## src/rtl/branch_pkg.sv

```systemverilog
// ---------------------------------------------------------------------------
// branch_pkg
// Shared definitions for the branch condition unit:
//   - 4-bit condition-code encodings (COND_EQ .. COND_NV)
//   - bit positions of the individual flags inside status_value
//   - FSM state type used by the top level
// ---------------------------------------------------------------------------
package branch_pkg;

   localparam logic [3:0] COND_EQ = 4'd0;
   localparam logic [3:0] COND_NE = 4'd1;
   localparam logic [3:0] COND_CS = 4'd2;
   localparam logic [3:0] COND_CC = 4'd3;
   localparam logic [3:0] COND_MI = 4'd4;
   localparam logic [3:0] COND_PL = 4'd5;
   localparam logic [3:0] COND_VS = 4'd6;
   localparam logic [3:0] COND_VC = 4'd7;
   localparam logic [3:0] COND_HI = 4'd8;
   localparam logic [3:0] COND_LS = 4'd9;
   localparam logic [3:0] COND_GE = 4'd10;
   localparam logic [3:0] COND_LT = 4'd11;
   localparam logic [3:0] COND_GT = 4'd12;
   localparam logic [3:0] COND_LE = 4'd13;
   localparam logic [3:0] COND_AL = 4'd14;
   localparam logic [3:0] COND_NV = 4'd15;

   localparam int FLAG_V = 0;
   localparam int FLAG_C = 1;
   localparam int FLAG_N = 2;
   localparam int FLAG_Z = 3;

   typedef enum logic {
      IDLE = 1'b0,
      WAIT = 1'b1
   } state_t;

endpackage

```

## src/rtl/condition_evaluator.sv

```systemverilog
// ---------------------------------------------------------------------------
// condition_evaluator
// Purely combinational decode of a 4-bit condition code against the flags.
// Ports:
//   flags_i  [3:0]  status flags {Z, N, C, V}
//   cond_i   [3:0]  condition code
//   taken_o         1 when the condition holds
// ---------------------------------------------------------------------------
module condition_evaluator
   import branch_pkg::*;
(
   input  logic [3:0] flags_i,
   input  logic [3:0] cond_i,
   output logic       taken_o
);

   logic flagV;
   logic flagC;
   logic flagN;
   logic flagZ;

   assign flagV = flags_i[FLAG_V];
   assign flagC = flags_i[FLAG_C];
   assign flagN = flags_i[FLAG_N];
   assign flagZ = flags_i[FLAG_Z];

   // Condition table; the signed comparisons use N==V as "greater or equal".
   always_comb begin
      taken_o = 1'b0;
      case (cond_i)
         COND_EQ: taken_o = flagZ;
         COND_NE: taken_o = !flagZ;
         COND_CS: taken_o = flagC;
         COND_CC: taken_o = !flagC;
         COND_MI: taken_o = flagN;
         COND_PL: taken_o = !flagN;
         COND_VS: taken_o = flagV;
         COND_VC: taken_o = !flagV;
         COND_HI: taken_o = flagC & !flagZ;
         COND_LS: taken_o = !flagC | flagZ;
         COND_GE: taken_o = (flagN == flagV);
         COND_LT: taken_o = (flagN != flagV);
         COND_GT: taken_o = !flagZ & (flagN == flagV);
         COND_LE: taken_o = flagZ | (flagN != flagV);
         COND_AL: taken_o = 1'b1;
         COND_NV: taken_o = 1'b0;
         default: taken_o = 1'b0;
      endcase
   end

endmodule

```

## src/rtl/branch_condition_unit.sv

```systemverilog
// ---------------------------------------------------------------------------
// branch_condition_unit
// Resolves conditional-branch requests against the status flags, holding a
// request while a flag update is in flight (bounded by WAIT_LIMIT cycles),
// and keeps saturating taken / not-taken statistics.
// Ports:
//   clock, reset          clock and asynchronous active-high reset
//   status_value [3:0]    flags {Z, N, C, V}
//   flags_busy            status register is being written this cycle
//   br_valid / br_ready   request handshake (br_ready is combinational)
//   br_cond [3:0]         condition code
//   br_target             branch target
//   pc_load / pc_target   one-cycle PC load pulse and last taken target
//   result_valid          one-cycle pulse per resolved request
//   result_taken          outcome, meaningful with result_valid
//   stall_timeout         resolution was forced by the wait limit
//   clear_counts          synchronous clear of both counters
//   taken_count / not_taken_count   saturating statistics
// ---------------------------------------------------------------------------
module branch_condition_unit
   import branch_pkg::*;
#(
   parameter int ADDR_W     = 16,
   parameter int WAIT_LIMIT = 8,
   parameter int CNT_W      = 16
) (
   input  logic              clock,
   input  logic              reset,
   input  logic [3:0]        status_value,
   input  logic              flags_busy,
   input  logic              br_valid,
   output logic              br_ready,
   input  logic [3:0]        br_cond,
   input  logic [ADDR_W-1:0] br_target,
   output logic              pc_load,
   output logic [ADDR_W-1:0] pc_target,
   output logic              result_valid,
   output logic              result_taken,
   output logic              stall_timeout,
   input  logic              clear_counts,
   output logic [CNT_W-1:0]  taken_count,
   output logic [CNT_W-1:0]  not_taken_count
);

   // A WAIT_LIMIT of 1 still needs a one-bit counter to compare against zero.
   localparam int WCNT_W = (WAIT_LIMIT > 1) ? $clog2(WAIT_LIMIT) : 1;
   localparam logic [WCNT_W-1:0] WAIT_LAST = WCNT_W'(WAIT_LIMIT - 1);

   state_t              state_q, state_d;
   logic [3:0]          condHeld_q, condHeld_d;
   logic [ADDR_W-1:0]   targetHeld_q, targetHeld_d;
   logic [WCNT_W-1:0]   waitCnt_q, waitCnt_d;

   logic                pcLoad_q, pcLoad_d;
   logic [ADDR_W-1:0]   pcTarget_q, pcTarget_d;
   logic                resultValid_q, resultValid_d;
   logic                resultTaken_q, resultTaken_d;
   logic                stallTimeout_q, stallTimeout_d;
   logic [CNT_W-1:0]    takenCnt_q, takenCnt_d;
   logic [CNT_W-1:0]    notTakenCnt_q, notTakenCnt_d;

   logic                resolve;
   logic                timeout;
   logic [3:0]          evalCond;
   logic [ADDR_W-1:0]   evalTarget;
   logic                evalTaken;

   assign br_ready = (state_q == IDLE);

   // Single evaluator shared by both states: the live condition is used on an
   // immediate accept, the latched one while waiting for the flags to settle.
   condition_evaluator u_eval (
      .flags_i (status_value),
      .cond_i  (evalCond),
      .taken_o (evalTaken)
   );

   // Next-state logic: accept in IDLE, hold and count in WAIT, and flag the
   // edge on which a request resolves (normally or by timeout).
   always_comb begin
      state_d      = state_q;
      condHeld_d   = condHeld_q;
      targetHeld_d = targetHeld_q;
      waitCnt_d    = waitCnt_q;
      resolve      = 1'b0;
      timeout      = 1'b0;
      evalCond     = br_cond;
      evalTarget   = br_target;
      case (state_q)
         IDLE: begin
            if (br_valid) begin
               if (!flags_busy) begin
                  resolve = 1'b1;
               end else begin
                  state_d      = WAIT;
                  condHeld_d   = br_cond;
                  targetHeld_d = br_target;
                  waitCnt_d    = '0;
               end
            end
         end
         WAIT: begin
            evalCond   = condHeld_q;
            evalTarget = targetHeld_q;
            if (!flags_busy) begin
               resolve = 1'b1;
               state_d = IDLE;
            end else if (waitCnt_q == WAIT_LAST) begin
               resolve = 1'b1;
               timeout = 1'b1;
               state_d = IDLE;
            end else begin
               waitCnt_d = waitCnt_q + 1'b1;
            end
         end
         default: state_d = IDLE;
      endcase
   end

   // Output pulses are rebuilt every cycle so they never stretch; the PC
   // target only moves on a taken branch.
   always_comb begin
      pcLoad_d       = 1'b0;
      resultValid_d  = 1'b0;
      stallTimeout_d = 1'b0;
      resultTaken_d  = resultTaken_q;
      pcTarget_d     = pcTarget_q;
      if (resolve) begin
         resultValid_d  = 1'b1;
         resultTaken_d  = evalTaken;
         stallTimeout_d = timeout;
         if (evalTaken) begin
            pcLoad_d   = 1'b1;
            pcTarget_d = evalTarget;
         end
      end
   end

   // Saturating statistics; a clear on the same edge as a resolution wins.
   always_comb begin
      takenCnt_d    = takenCnt_q;
      notTakenCnt_d = notTakenCnt_q;
      if (clear_counts) begin
         takenCnt_d    = '0;
         notTakenCnt_d = '0;
      end else if (resolve) begin
         if (evalTaken) begin
            if (!(&takenCnt_q)) begin
               takenCnt_d = takenCnt_q + 1'b1;
            end
         end else begin
            if (!(&notTakenCnt_q)) begin
               notTakenCnt_d = notTakenCnt_q + 1'b1;
            end
         end
      end
   end

   // All state registers; reset drops any latched request and returns to IDLE.
   always_ff @(posedge clock or posedge reset) begin
      if (reset) begin
         state_q        <= IDLE;
         condHeld_q     <= '0;
         targetHeld_q   <= '0;
         waitCnt_q      <= '0;
         pcLoad_q       <= 1'b0;
         pcTarget_q     <= '0;
         resultValid_q  <= 1'b0;
         resultTaken_q  <= 1'b0;
         stallTimeout_q <= 1'b0;
         takenCnt_q     <= '0;
         notTakenCnt_q  <= '0;
      end else begin
         state_q        <= state_d;
         condHeld_q     <= condHeld_d;
         targetHeld_q   <= targetHeld_d;
         waitCnt_q      <= waitCnt_d;
         pcLoad_q       <= pcLoad_d;
         pcTarget_q     <= pcTarget_d;
         resultValid_q  <= resultValid_d;
         resultTaken_q  <= resultTaken_d;
         stallTimeout_q <= stallTimeout_d;
         takenCnt_q     <= takenCnt_d;
         notTakenCnt_q  <= notTakenCnt_d;
      end
   end

   assign pc_load         = pcLoad_q;
   assign pc_target       = pcTarget_q;
   assign result_valid    = resultValid_q;
   assign result_taken    = resultTaken_q;
   assign stall_timeout   = stallTimeout_q;
   assign taken_count     = takenCnt_q;
   assign not_taken_count = notTakenCnt_q;

endmodule
```

## config.mk

```make
export PLATFORM = sky130hd
export DESIGN_NAME = branch_condition_unit
export DESIGN_NICKNAME = d
export VERILOG_FILES = /design/src/rtl/branch_pkg.sv /design/src/rtl/condition_evaluator.sv /design/src/rtl/branch_condition_unit.sv
export SDC_FILE = /design/constraint.sdc
export NUM_CORES = 1
export LEC_CHECK = 0
export BUFFER_PORTS_ARGS = -buffer_cell sky130_fd_sc_hd__buf_4
export CAP_MARGIN = 30
export CORE_MARGIN = 10
export CORE_UTILIZATION = 49
export CTS_CLUSTER_DIAMETER = 120
export DETAILED_ROUTE_END_ITERATION = 16
export PLACE_DENSITY = 0.74
export SLEW_MARGIN = 20
export SYNTH_ARGS = -nofsm -noshare
export SYNTH_HDL_FRONTEND = slang
export SYNTH_SLANG_ARGS = --single-unit
```

## constraint.sdc

```tcl
create_clock -name clock -period 2.45 [get_ports clock]
set_input_delay 0.1225 -clock clock [delete_from_list [all_inputs] [get_ports clock]]
set_output_delay 0.1225 -clock clock [all_outputs]
set_load 0.05 [all_outputs]
```

After elaboration in Yosys (flattened, before gate mapping)
Index checks and enable logic that the tools add are counted.
{"block": "classes", "bitwise": 5, "n_eq_ne": 25, "n_addsub": 3, "mux": 32, "reduce_logical": 14}
{"op": "16-bit 2-to-1 mux", "n": 9}
{"op": "16-bit by 1-bit adder with 16-bit output, second input constant", "n": 2}
{"op": "4-bit == test, second input constant", "n": 8}
{"op": "16-bit AND reduction", "n": 2}
{"op": "4-bit by 3-bit == test with 1-bit output, second input constant", "n": 4}
{"op": "1-bit case mux with 16 select lines", "n": 1}
{"op": "1-bit 2-to-1 mux", "n": 14}
{"op": "2-bit inequality test, second input constant", "n": 7}
{"op": "3-bit 2-to-1 mux", "n": 4}
{"op": "3-bit AND reduction", "n": 3}
{"op": "4-bit by 2-bit == test with 1-bit output, second input constant", "n": 2}
{"op": "3-bit case mux with 2 select lines", "n": 1}
{"op": "4-bit by 1-bit == test with 1-bit output, second input constant", "n": 1}
{"op": "1-bit logical NOT", "n": 4}
{"op": "4-bit logical NOT", "n": 1}
{"op": "4-bit 2-to-1 mux", "n": 1}
{"op": "1-bit case mux with 2 select lines", "n": 2}
{"op": "4-bit AND reduction", "n": 1}
{"op": "2-bit nonzero test", "n": 2}
{"op": "3-bit by 1-bit adder with 3-bit output, second input constant", "n": 1}
{"op": "3-bit == test, second input constant", "n": 1}
{"op": "1-bit AND", "n": 2}
{"op": "1-bit bitwise OR", "n": 2}
{"op": "2-bit AND reduction", "n": 1}
{"op": "3 further kinds", "n": 3}
{"block": "totals", "word_cells": 90, "regBits": 76, "in_bits": 29, "out_inout_bits": 53}

Logic depth before layout (Yosys ltp)
{"block": "logic_depth", "depth_word": 6, "ltp_mapped": 11, "ltp_nobuf": 9}

Cells and area by module
Synthesis repeated with hierarchy kept, for this count alone.
{"block": "unflattened", "cells_unflattened": 391, "area_unflattened_um2": 4057.6}
{"module": "branch_condition_unit", "cells_each": 368, "instances": 1, "area_per_inst_um2": 3902.5, "seq_area_each_um2": 1901.8}
{"module": "condition_evaluator", "cells_each": 23, "instances": 1, "area_per_inst_um2": 155.1, "seq_area_each_um2": 0.0}

Worst setup path before layout
OpenSTA, ideal clock, no wires.
{"block": "synth_timing", "path_type": "register to register", "startpoint": "register state_q", "endpoint": "register pcTarget_q[0] (netlist: pc_target[0])", "slack_ps": -112, "setup_time_ps": 136, "period_less_slack_ps": 2562, "t_required_ps": 2314, "arrival_ps": 2426, "path_stages_with_launch": 11, "n_path_buf": 4, "path_cell_list": "dfrtp_1 > buf_6 > buf_2 > inv_1 > a41oi_1 > o311a_1 > a32oi_4 > a21o_1 > buf_2 > clkbuf_1 > o21ai_0"}
{"block": "synth_via", "elab_cells_between_ends": 22, "cone_classes": "eq/ne: 15; mux: 4; bitwise: 1; reduce/logical: 2"}
{"item": "start, declared", "line": "branch_condition_unit.sv:49", "rtl": "state_t state_q, state_d;"}
{"item": "start signal, assigned", "line": "branch_condition_unit.sv:174", "rtl": "state_q <= state_d;"}
{"item": "1-bit NOT (no source line)"}
{"item": "via br_ready", "line": "branch_condition_unit.sv:32", "rtl": "output logic br_ready,"}
{"item": "1-bit case mux with 2 select lines", "line": "branch_condition_unit.sv:89", "rtl": "case (state_q)"}
{"item": "2-bit AND reduction (no source line)"}
{"item": "end signal, assigned", "line": "branch_condition_unit.sv:179", "rtl": "pcTarget_q <= pcTarget_d;"}
{"item": "end, declared", "line": "branch_condition_unit.sv:55", "rtl": "logic [ADDR_W-1:0] pcTarget_q, pcTarget_d;"}
The timed path passes the listed nets, and every way through them passes these cells.
A chain may end at the register's enable or synchronous reset.

Worst setup path in the final report
{"block": "layout_timing", "startpoint": "register state_q", "endpoint": "register takenCnt_q[15] (netlist: taken_count[15])"}
{"block": "layout_via", "elab_chain_len": 5, "elab_cells_between_ends": 23, "cone_classes": "eq/ne: 15; mux: 3; bitwise: 1; reduce/logical: 4"}
{"item": "4-bit 2-to-1 mux", "line": "branch_condition_unit.sv:89"}
{"item": "4-bit == test (tied with other cells)", "line": "condition_evaluator.sv:30", "rtl": "case (cond_i)"}
{"item": "1-bit case mux with 16 select lines", "line": "condition_evaluator.sv:30"}
{"item": "2-bit nonzero test (no source line)"}
{"item": "3-bit AND reduction (no source line) (*)"}
{"item": "end signal, assigned", "line": "branch_condition_unit.sv:183", "rtl": "takenCnt_q <= takenCnt_d;"}
{"item": "end, declared", "line": "branch_condition_unit.sv:59", "rtl": "logic [CNT_W-1:0] takenCnt_q, takenCnt_d;"}
Every way passes the cells marked *; elsewhere a longest branch is shown, timed or not.

==> impl_metrics.json <==
{
  "grt_pass1_wl_mm": 17.1,
  "n_antenna_cell": 0,
  "rr_worst_depth": 10,
  "p_per_area_mw_per_mm2": 763,
  "place_area_mm2": 0.00482,
  "synth.distinct_cells": 50,
  "cts_tree": "yes",
  "gp_congestion": 0.873,
  "fillers": 560,
  "io_buffers": 81,
  "final_area_mm2": 0.00549,
  "fp.dieW_um": 109,
  "multi_input_area_mm2": 0.00208,
  "reg2reg_slack_ns": -0.24,
  "syn_nets": 419,
  "yosysSeqAreaShare_pct": 49.0,
  "rows": 32,
  "drive_above_1_share_pct": 37.2,
  "ys.flop_type": "dfrtp_1",
  "clock_skew_ns": 0.0147,
  "hp-class": "input port to flip-flop",
  "first_pass_iters": 4,
  "grt_pass1_vias": 3481,
  "status": "finished, violations left",
  "min_period_ns": 2.69,
  "finalHoldViolCount": 0,
  "violations": "setup timing",
  "ant_nets": 0,
  "timing.rr.start": "state_q",
  "dieArea_mm2": 0.0119,
  "cp-startpoint": "state_q",
  "seq_area_mm2": 0.00190,
  "min_from": "br_target[12]",
  "critPathArrivalTime_ns": 2.97,
  "overflow": 0,
  "core_mm2": 0.00773,
  "cp-start-kind": "flip-flop",
  "crit_type": "flip-flop to flip-flop",
  "wl_mm": 10.4,
  "die_height_um": 109,
  "yosys_warnings": 0,
  "yosys.area_share.xor_xnor_pct": 1.80,
  "pre_cts_ws_ns": -0.156,
  "post-dp-hpwl_mm": 7.04,
  "layout_common_cells": "101 x buf_4, 74 x dfrtp_1, 49 x nand2_1",
  "num_vias": 3353,
  "p_total_mw": 4.18,
  "worst_slew_pin_slew_ns": 1.13,
  "via_per_inst": 5.50,
  "fin_nets": 536,
  "drv_slew": 0,
  "initial_core_util_pct": 50.2,
  "max_slew_margin_pct": 24.2,
  "holdPathStages": 2,
  "syn_avg_cell_area_um2": 10.1,
  "grt_antenna_before_repair": 0,
  "endpoint_kind": "flip-flop",
  "drc": 0,
  "setup_viol": 42,
  "rsz0062_at_grt": "true",
  "final_cells": 610,
  "place_inst": 578,
  "synthMuxAreaShare_pct": 12.2,
  "cts-root-buf": "clkbuf_8",
  "cts_buffers": 9,
  "vdd_drop_max_mv": 0.687,
  "avgRoutedWirePerCell_um": 17.1,
  "grt_max_degree": 35,
  "crit_path_max_fanout": 7,
  "synthArstFlopShare_pct": 100,
  "synth_simple_gate_area_share_pct": 18.6,
  "timing.final.ws_setup_ns": -0.238,
  "cp.required_ns": 2.73,
  "initialDrtViolationCount": 100,
  "cts.path.max_buffers": 2,
  "synth_edf_count": 0,
  "pin_count": 82,
  "grt_usage_pct": 17.8,
  "synth_compound_area_share_pct": 13.9,
  "synth_top_family_by_area": "simple AND/OR/NAND/NOR gates",
  "period_share_pct": 110,
  "drv_cap": 0,
  "cts.sinks": 76,
  "final_common_cell": "buf_4",
  "max_freq_mhz": 372,
  "ys_ff_latch": 76,
  "r2r-end": "taken_count[15]",
  "synthAdderAreaFrac_pct": 1.29,
  "area_growth_pct": 41.3,
  "post_synth_inst_count": 386,
  "htreeDepth": 3,
  "synthesis.area_mm2": 0.00388,
  "clkTransAtPathRegs_ns": 0.09,
  "p_leak_nw": 2.46,
  "worstSkewPairLatency_ns": 0.35,
  "hold_end": "targetHeld_q[12]"
}
area by class of cell:
class | instances | share of cell area [%]
Multi-Input combinational cell | 281 | 38.0
Sequential cell | 76 | 34.7
Timing Repair Buffer | 123 | 19.5
Clock inverter | 7 | 2.37
Tap cell | 102 | 2.33
Clock buffer | 9 | 2.26
Inverter | 12 | 0.890
how the worst max path moves through the flow:
| stage | end | slack [ns] |
|---|---|---|
| floorplan | taken_count[10] | -0.009 |
| global placement | taken_count[15] | -0.13 |
| detailed placement | taken_count[13] | -0.16 |
| CTS | taken_count[10] | -0.15 |
| global route | taken_count[15] | -0.33 |
| finish | taken_count[15] | -0.24 |
stage by stage:
stage	utilization [%]	TNS [ns]	hold slack (ns)
CTS	69.1	-4.19	0.00354
detailed placement	62.4	-1.08	0.291
global route	71.0	-10.92	0.00588
floorplan	-	-0.0103	0.273
finish	71.0	-5.67	0.0132
global placement	62.4	-0.586	0.278
state kept, by name, summed over array words and instances (netlist names):
register,flops
result_valid,1
pc_target,16
taken_count,16
stall_timeout,1
state_q,1
targetHeld_q,16
condHeld_q,4
pc_load,1
result_taken,1
waitCnt_q,3
not_taken_count,16
critical path, cell delays in order, from the launching register on:
cell and delay, ns:
dfrtp_2 0.46, buf_6 0.15, mux2i_4 0.19, or4_4 0.55, o311ai_4 0.11, a32oi_4 0.09
buf_6 0.13, a21o_4 0.23, buf_12 0.15, or4_4 0.42, a21oi_2 0.14
per-layer routing:
layer	global-route usage, %	vias up	routed length [um]
li1	-	1643	-
met1	22.5	1637	4630
met2	29.9	66	5280
met3	3.24	7	442
met4	6.40	0	100
met5	0	-	0
cell usage after synthesis, drive strengths merged (3+ instances only):
library cell,n,share of area [%]
nor2,14,1.4
buf,9,1.3
nand4,10,1.6
xnor2,3,0.68
xor2,5,1.1
dfrtp,76,49
a21oi,26,3.4
mux2,24,7.1
mux2i,20,5.2
nor3,3,0.39
ha,4,1.3
nand3,11,1.5
clkbuf,8,0.77
nand2,49,4.7
nor2b,7,1.1
inv,12,1.2
or3,14,2.3
and3,7,1.1
nor4,4,0.64
or4,9,1.8
o41ai,3,0.68
o21ai,35,4.5
o31ai,3,0.58
o211ai,3,0.58
cells by family after synthesis:
logic type	after synthesis
buffers and inverters	29
adders and majority gates	4
and+or+nand+nor	138
DFF	76
muxes	44
AOI/OAI and AO/OA	87
xor gates and xnor gates	8
repair_timing:
item | CTS | global route
hold endpoints to repair | 36 | 0
pin swaps | 31 | 13
cloned | 2 | 0
hold buffers | 8 | 0
resized for setup | 25 | 32
setup endpoints to repair | 33 | 46
setup buffers | 3 | 4
where the power goes:
| group | internal, mW | switching, mW | leakage [nW] |
|---|---|---|---|
| Clock | 0.699 | 0.539 | 0.128 |
| Combinational | 0.508 | 0.849 | 1.35 |
| Sequential | 1.45 | 0.137 | 0.984 |
(Power assumes the default switching activity.)
